`src/rtl/count_down_timer.sv`:
```
// count_down_timer: loadable down-counter with terminal-count tick, pause, abort and auto-reload
module count_down_timer #(
  parameter int WIDTH = 8
) (
  input  logic             clk,
  input  logic             rst,
  input  logic             load_valid,
  output logic             load_ready,
  input  logic [WIDTH-1:0] load_value,
  input  logic             auto_reload,
  input  logic             pause,
  input  logic             abort,
  output logic [WIDTH-1:0] count,
  output logic             busy,
  output logic             done,
  output logic             tick
);
  typedef enum logic [1:0] {IDLE, RUN, DONE} state_t;
  state_t           state, state_n;
  logic [WIDTH-1:0] count_n, reload, reload_n;
  logic             tick_n, take, terminal;
  assign load_ready = (state == IDLE || state == DONE) && !abort;
  assign take       = load_valid && load_ready;
  assign terminal   = count == WIDTH'(1);
  assign busy       = state == RUN;
  assign done       = state == DONE;
  // Next-state: abort beats load beats pause beats decrement; a zero load completes at once
  always_comb begin
    state_n  = state;
    count_n  = count;
    reload_n = reload;
    tick_n   = 1'b0;
    if (abort) begin
      state_n = IDLE;
      count_n = '0;
    end else if (take) begin
      count_n  = load_value;
      reload_n = load_value;
      state_n  = load_value == '0 ? DONE : RUN;
      tick_n   = load_value == '0;
    end else if (state == RUN && !pause) begin
      tick_n  = terminal;
      count_n = terminal ? (auto_reload ? reload : '0) : count - WIDTH'(1);
      state_n = terminal && !auto_reload ? DONE : RUN;
    end
  end
  // State, count, reload value and tick pulse registers
  always_ff @(posedge clk or negedge rst) begin
    if (!rst) begin
      state  <= IDLE;
      count  <= '0;
      reload <= '0;
      tick   <= 1'b0;
    end else begin
      state  <= state_n;
      count  <= count_n;
      reload <= reload_n;
      tick   <= tick_n;
    end
  end
endmodule

```
`config.mk`:
```
export PLATFORM = sky130hd
export DESIGN_NAME = count_down_timer
export DESIGN_NICKNAME = d
export VERILOG_FILES = /design/src/rtl/count_down_timer.sv
export SDC_FILE = /design/constraint.sdc
export NUM_CORES = 1
export LEC_CHECK = 0
export ABC_AREA = 1
export BUFFER_PORTS_ARGS = -buffer_cell sky130_fd_sc_hd__buf_2
export CAP_MARGIN = 10
export CORE_MARGIN = 2
export CORE_UTILIZATION = 57
export DETAILED_ROUTE_END_ITERATION = 8
export GPL_ROUTABILITY_DRIVEN = 0
export HOLD_SLACK_MARGIN = 0.15
export PLACE_DENSITY = 0.83
export SYNTH_ARGS = -nofsm -noshare
export SYNTH_HDL_FRONTEND = slang
export SYNTH_SLANG_ARGS = --single-unit
export TNS_END_PERCENT = 50
```
`constraint.sdc`:
```
create_clock -name clk -period 4 [get_ports clk]
set_input_delay 0.2 -clock clk [delete_from_list [all_inputs] [get_ports clk]]
set_output_delay 0.2 -clock clk [all_outputs]
set_load 0.05 [all_outputs]
```
# --- Word level (Yosys, flattened, before mapping) ---
# Cells that the tools add are included.
classes:
  addsub: 1
  eq_ne: 3
  muxes: 13
  n_bitwise: 1
  reduce_logical: 12
op_table:
  columns: ["cell", "count"]
  rows:
  - ["2-to-1 mux 8 bit", 5]
  - ["2-to-1 mux 2 bit", 5]
  - ["equality test 8 x 1 -> 1 bit (second input constant)", 1]
  - ["zero test 8 bit", 1]
  - ["subtractor 8 x 1 -> 8 bit (second input constant)", 1]
  - ["logical AND 1 bit", 4]
  - ["zero test 1 bit", 3]
  - ["2-to-1 mux 1 bit", 3]
  - ["nonzero test 3 bit", 1]
  - ["equality test 2 x 1 -> 1 bit (second input constant)", 1]
  - ["equality test 2 bit (second input constant)", 1]
  - ["zero test 2 bit", 1]
  - ["AND reduction 2 bit", 1]
  - ["logical OR 1 bit", 1]
  - ["NOT 1 bit", 1]
totals:
  regBits: 19
  in_bits: 14
  output_inout_bits: 12
  word_cells: 34

# --- Logic depth before layout (Yosys ltp) ---
# Gate-level depths: netlist of the first run.
logic_depth:
  ltp_word: 6
  depth_mapped: 11
  mapped_depth_nobuf: 11

# --- Worst setup path before layout of the first run ---
# No wires, ideal clock.
synth_path:
  kind: "flip-flop to flip-flop"
  from: "register count[0]"
  to: "register count[2]"
  setup_ns: 0.127
  t_arrival_ns: 1.586
  t_required_ns: 3.873
  path_slack_ns: 2.287
  stages_incl_launch_ff: 8
  path_buffers: 0
  period_less_slack_ns: 1.713
  cell_sequence: "dfrtp_1 > inv_1 > ha_1 > xor2_1 > o21ai_0 > nand2_1 > nand2_1 > o21ai_0"
synth_via:
  elab_chain_len: 5
  word_cells_on_any_way: 6
  cone_classes: "1 x add/sub; 1 x eq/ne; 4 x mux"
synth_lines:
  columns: ["item", "line_no", "source"]
  rows:
  - ["from (decl)", "13", "output logic [WIDTH-1:0] count,"]
  - ["from (signal assigned)", "56", "count <= count_n;"]
  - ["subtractor 8 x 1 -> 8 bit / equality test 8 x 1 -> 1 bit (equally long branches)", "43, 24", null]
  - ["2-to-1 mux 8 bit (*)", "43", "count_n = terminal ? (auto_reload ? reload : '0) : count - WIDTH'(1);"]
  - ["2-to-1 mux 8 bit (*)", "41", "end else if (state == RUN && !pause) begin"]
  - ["2-to-1 mux 8 bit (*)", "36", "end else if (take) begin"]
  - ["2-to-1 mux 8 bit (*)", "33", "if (abort) begin"]
# Mark *: on every way between the ends. The rest lies on a longest branch, timed or not. The select of a mux whose other input is x is not followed.
# A chain may end at the register's enable or synchronous reset.

# --- Final worst setup path of the first run ---
layout_path:
  from: "register count[1]"
  to: "register count[5]"
# The elaborated chain is that of the path after synthesis.

==> out/results.ini, run 1 <==
[grt]
grt_overflow = 0
antenna_found_initial = 0
grt_usage = 0.249
grt_pass1_vias = 1107
grt_pass1_wl_um = 4760
grt_max_degree = 20

[cells_and_area]
drive_above_1_share = 0.200
fill_cells = 180
syn_to_final_growth_pct = 17.4
final_cell_area_mm2 = 0.00139
final_cell_mix = nand2_1, nor2_1, buf_2
antennaDiodeCount = 0
final_common_cell = nand2_1
nets = 217

[synth]
ys_warn_count = 0
syn_area_mm2 = 0.00118
yosysSeqAreaShare = 0.401
synth.net_count = 186
ys_types = 22
synth_seq_cells = 19
synthCells = 170
synth_area_per_cell_um2 = 6.97

[sta]
setup_viol = 0
slew_headroom = 0.715
final_max_slew_viol_count = 0
rsz0062_at_grt = false
tightestPinTransition_ns = 0.427
clock_skew_ns = 0.0131
finalCritPeriodShare = 0.380
finalCriticalPeriod_ns = 1.52
setup_tns_ns = 0
finalHoldViolCount = 0
max_freq_ghz = 0.659

[setup_path]
cpMaxStageDelayCell = dfrtp_1
critPathBufInv = 1
r2r_slack_ns = 2.48
crit_path_max_fanout = 10
r2r-end = count[5]
cp-start-kind = flip-flop
path_cells = inv_1, ha_1, nand3_1, nor2_4, o21ai_0, nand2_1, nand2_1, nand3_1, nand2_1
slowest_delay_ns = 0.41
cpLargestDelayFamily = simple AND/OR/NAND/NOR gates
critical_path_class = flip-flop to flip-flop
end_kind = flip-flop
cp_common_cell = nand2_1
required_ns = 4.19
r2r_start = count[1]
r2r_cells = 9
crit_arrival_ns = 1.71

[flow_run]
max-cap-violations = 0

[placed_design]
io_buffer_count = 25
place_area_mm2 = 0.00133
hpwl_um = 2070

[floorplan]
num_rows = 16
die_w_um = 49.6
die_area_mm2 = 0.00246
core_region_area_mm2 = 0.00196
io_pins = 26
initial_core_util = 0.604
dieHeight_um = 49.6

[power_and_ir_drop]
power.total_w = 0.000996
ir_worst_vdd_mv = 0.343
power_density_mw_per_mm2 = 716
p_leak_nw = 0.750

[cts]
cts.repair.resized = 0
htree_levels = 1
clkSinkCount = 19
path_clk_slew_ns = 0.12
cts_root_buf = clkbuf_4
cts_buffer_depth = 2
cts_made_buffers = 3
cts_tree = done
insertion_delay_ns = 0.30

[drt]
postRouteAntennaNets = 0
drc = 0
drt_iter0_markers = 41
wl_um = 2640
routedWlPerCell_um = 11.6
first_pass_iters = 4
vias = 1186
via_per_inst = 5.22

[hold_path]
whs_path_depth = 3
min_to = reload[3]
min_path_type = input pin to flip-flop
worstHoldStart = load_value[3]

[status]
outcome = completed

==> synthesized netlist by cell type, drive strengths merged <==
master / number / area [um2]
a21oi: 1 / 5.00
and2: 1 / 6.26
buf: 2 / 10.0
dfrtp: 19 / 475
ha: 2 / 25.0
inv: 20 / 75.1
nand2: 44 / 183
nand3: 18 / 90.1
nand4: 3 / 18.8
nor2: 40 / 175
nor3: 1 / 16.3
o211ai: 1 / 7.51
o21ai: 14 / 70.1
o22ai: 1 / 6.26
or2: 2 / 12.5
xor2: 1 / 8.76
==> worst min-delay path: cells and delay by family <==
kind | cells | cell delay [ns]
simple gates | 2 | 0.14
buf+inv | 1 | 0.09
==> power breakdown <==
| part | switching [W] | internal (W) | leakage [nW] |
|---|---|---|---|
| Clock | 0.0000601 | 0.0000372 | 0.0177 |
| Sequential | 0.0000602 | 0.000253 | 0.236 |
| Combinational | 0.000413 | 0.000174 | 0.497 |
==> sequential cells by signal (all words and copies together) (netlist names) <==
register  cells
tick          1
state         2
reload        8
count         8
==> worst max-delay path by stage <==
stage	from	to	cells past startpoint	slack, ns
finish	count[1]	count[5]	9	2.48
global route	count[1]	count[2]	9	2.30
CTS	count[1]	count[5]	9	2.48
detailed placement	count[1]	count[5]	9	2.51
global placement	count[1]	count[5]	9	2.51
floorplan	count[0]	count[2]	7	2.29
==> final cells by class <==
type / count / area, um2 / area share
multi-input combinational: 129 / 624 / 0.449
tap: 27 / 33.8 / 0.0243
inverter: 20 / 75.1 / 0.0540
timing repair buffer: 28 / 155 / 0.112
sequential: 19 / 475 / 0.342
clock buffer: 3 / 22.5 / 0.0162
clock inverter: 1 / 5.00 / 0.00360
==> per-stage QoR <==
stage	setup WS (ns)	instances	hold WS [ns]	utilization
final	2.48	227	0.153	0.709
after detailed placement	2.51	220	0.162	0.680
after global routing	2.30	227	0.165	0.709
after floorplan	2.29	170	-0.0956	-
after global placement	2.51	220	0.163	0.680
after CTS	2.48	227	0.151	0.709
==> metal layers <==
layer | GRT usage | up-vias | routed length [um] | part of all wire
li1 | - | 598 | - | -
met1 | 0.331 | 540 | 1220 | 0.46
met2 | 0.413 | 44 | 1220 | 0.46
met3 | 0.0455 | 4 | 172 | 0.065
met4 | 0.0741 | 0 | 28 | 0.011
met5 | 0 | - | 0 | 0
==> logic make-up (layout without fill, tap and decap cells) <==
kind of cell	Yosys count	after routing	synth area share
buffers and inverters	22	52	0.0718
AND/OR/NAND/NOR	109	109	0.423
XOR/XNOR	1	1	0.00739
flip-flops	19	19	0.401
AO/OA/AOI/OAI	17	17	0.0750
adder cells (fa/ha/maj)	2	2	0.0211
==> timing repair <==
action	4_1_cts	5_1_grt
buffers inserted	0	0
hold buffers	3	0
endpoints found under the hold margin	21	0
No activity file was read; power rests on OpenSTA's default activity.
==> inputs of run 2 (changes only) <==
--- a/config.mk
+++ b/config.mk
@@ -9,11 +9,11 @@
 export BUFFER_PORTS_ARGS = -buffer_cell sky130_fd_sc_hd__buf_2
 export CAP_MARGIN = 10
 export CORE_MARGIN = 2
-export CORE_UTILIZATION = 57
+export CORE_UTILIZATION = 53
 export DETAILED_ROUTE_END_ITERATION = 8
 export GPL_ROUTABILITY_DRIVEN = 0
 export HOLD_SLACK_MARGIN = 0.15
-export PLACE_DENSITY = 0.83
+export PLACE_DENSITY = 0.78
 export SYNTH_ARGS = -nofsm -noshare
 export SYNTH_HDL_FRONTEND = slang
 export SYNTH_SLANG_ARGS = --single-unit
==> constraint.sdc (replaced) <==
create_clock -name clk -period 1.4 [get_ports clk]
set_input_delay 0.07 -clock clk [delete_from_list [all_inputs] [get_ports clk]]
set_output_delay 0.07 -clock clk [all_outputs]
set_load 0.05 [all_outputs]
==> out/results.ini, run 2 (synthesis results as in run 1) <==
[drt]
drc = 0  ; unchanged
drt_iter0_markers = 47  ; +15%
first_pass_iters = 4  ; unchanged
via_per_inst = 5.32  ; +1.7%
wl_um = 3330  ; +26%
wl_met1_um = 1400  ; +15%
vias = 1297  ; +9.4%
wl_met2_um = 1730  ; +42%
postRouteAntennaNets = 0  ; unchanged
highest_layer = met4
routedWlPerCell_um = 13.6  ; +17%
routed-wl-met3_um = 156  ; -9.3%

[cells_and_area]
antennaDiodeCount = 0  ; unchanged
top_regs = count x8, reload x8, state x2
regArea_um2 = 485  ; +2.1%
final_cell_mix = nand2_1, nor2_1, buf_2
fill_cells = 177  ; -1.7%
final_common_cell = nand2_1
syn_to_final_growth_pct = 37.8
nets = 233  ; +7.4%
final_util = 0.753  ; +0.0434
multi_input_area_um2 = 723  ; +16%
drive_above_1_share = 0.333  ; +0.133

[floorplan]
io_pins = 26  ; unchanged
die_w_um = 51.3  ; +3.4%
initial_core_util = 0.546  ; -0.0578
dieHeight_um = 51.3  ; +3.4%
num_rows = 17  ; +1
core_region_area_mm2 = 0.00217  ; +11%
die_area_mm2 = 0.00263  ; +6.9%

[status]
outcome = completed

[power_and_ir_drop]
power_density_mw_per_mm2 = 2070  ; +190%
ir_worst_vdd_mv = 1.19  ; +250%
p_leak_nw = 0.824  ; +9.8%

[cts]
cts_root_buf = clkbuf_4
htree_levels = 1  ; unchanged
cts_tree = done
cts_made_buffers = 3  ; unchanged
insertion_delay_ns = 0.30  ; about the same
cts_buffer_depth = 2  ; unchanged
path_clk_slew_ns = 0.11  ; about the same
clkSinkCount = 19  ; unchanged

[setup_path]
r2r_slack_ns = 0.03  ; -2.46 ns
critPathLaunch = count[1]
r2r_start = count[1]
critical_path_class = flip-flop to flip-flop
end_kind = flip-flop
required_ns = 1.62  ; -2.57 ns
crit_arrival_ns = 1.60  ; -0.11 ns
cp-start-kind = flip-flop
r2r_cells = 9  ; unchanged
r2r-end = count[4]
crit_path_max_fanout = 5  ; -5

[flow_run]
max-cap-violations = 0  ; unchanged

[placed_design]
hpwl_um = 2360  ; +14%
io_buffer_count = 25  ; unchanged

[grt]
antenna_found_initial = 0  ; unchanged
grt_pass1_vias = 1278  ; +15%
grt_max_degree = 20  ; unchanged
grt_overflow = 0  ; unchanged
grt_usage = 0.273  ; +0.0237
grt_pass1_wl_um = 5440  ; +14%

[sta]
slew_headroom = 0.703  ; -0.0123
setup_tns_ns = 0  ; unchanged
setup_viol = 0  ; unchanged
finalCriticalPeriod_ns = 1.37  ; -0.144 ns
tightestPinTransition_ns = 0.446  ; +0.0184 ns
final_max_slew_viol_count = 0  ; unchanged
clock_skew_ns = 0.0106  ; -0.00251 ns
finalHoldViolCount = 0  ; unchanged
finalCritPeriodShare = 0.981  ; +0.602
whs_ns = 0.165  ; +0.0126 ns
rsz0062_at_grt = true
max_freq_ghz = 0.728  ; +10%

[hold_path]
whs_path_depth = 4  ; +1
worstHoldStart = abort
min_path_type = input pin to flip-flop
min_to = tick

[run 2: what timing repair did]
action	in CTS	in global routing
cloned	1	0
resized for setup	3	16
setup endpoints to repair	8	11
hold buffers	10	0
setup buffers	1	3
pin swaps	1	5
hold endpoints to repair	30	0
[run 2: area by class of cell]
cell class	count	share of cell area
Tap cell	28	0.0215
Multi-Input combinational cell	130	0.443
Clock buffer	4	0.0161
Sequential cell	19	0.297
Timing Repair Buffer	43	0.175
Inverter	20	0.0475
[run 2: routing by layer]
metal,up-vias,track usage
li1,635,-
met5,-,0
met1,607,0.347
met4,0,0.0746
met2,50,0.496
met3,5,0.0234
[run 2: how the worst max path moves through the flow]
stage                          end  cells past startpoint
after global placement    count[6]                      8
final                     count[4]                      9
after CTS                 count[4]                      8
after floorplan           count[2]                      9
after detailed placement  count[2]                      8
after global routing      count[7]                     11
[run 2: report_power, final]
group / internal [W] / switching (W) / leakage, nW
combinational: 0.000722 / 0.00143 / 0.584
sequential: 0.000743 / 0.000208 / 0.225
clock: 0.000111 / 0.000174 / 0.0150
[run 2: critical path: stages (launching register included)]
cell and delay, ns:
dfrtp_2 0.45, inv_4 0.07, buf_4 0.11, ha_4 0.15, nand2_1 0.07, o21ai_1 0.12, nand3_1 0.10, nand3_1 0.08
nand2_1 0.06, o21ai_0 0.08
[run 2: per-stage QoR]
step | std cells | area, um2 | worst slack (ns) | total power (W)
floorplan | 170 | 1230 | -0.0175 | 0.00229
global placement | 225 | 1410 | 0.00779 | 0.00268
detailed placement | 225 | 1410 | -0.0164 | 0.00274
CTS | 241 | 1560 | -0.0121 | 0.00312
global route | 244 | 1630 | -0.0619 | 0.00364
finish | 244 | 1630 | 0.0260 | 0.00339
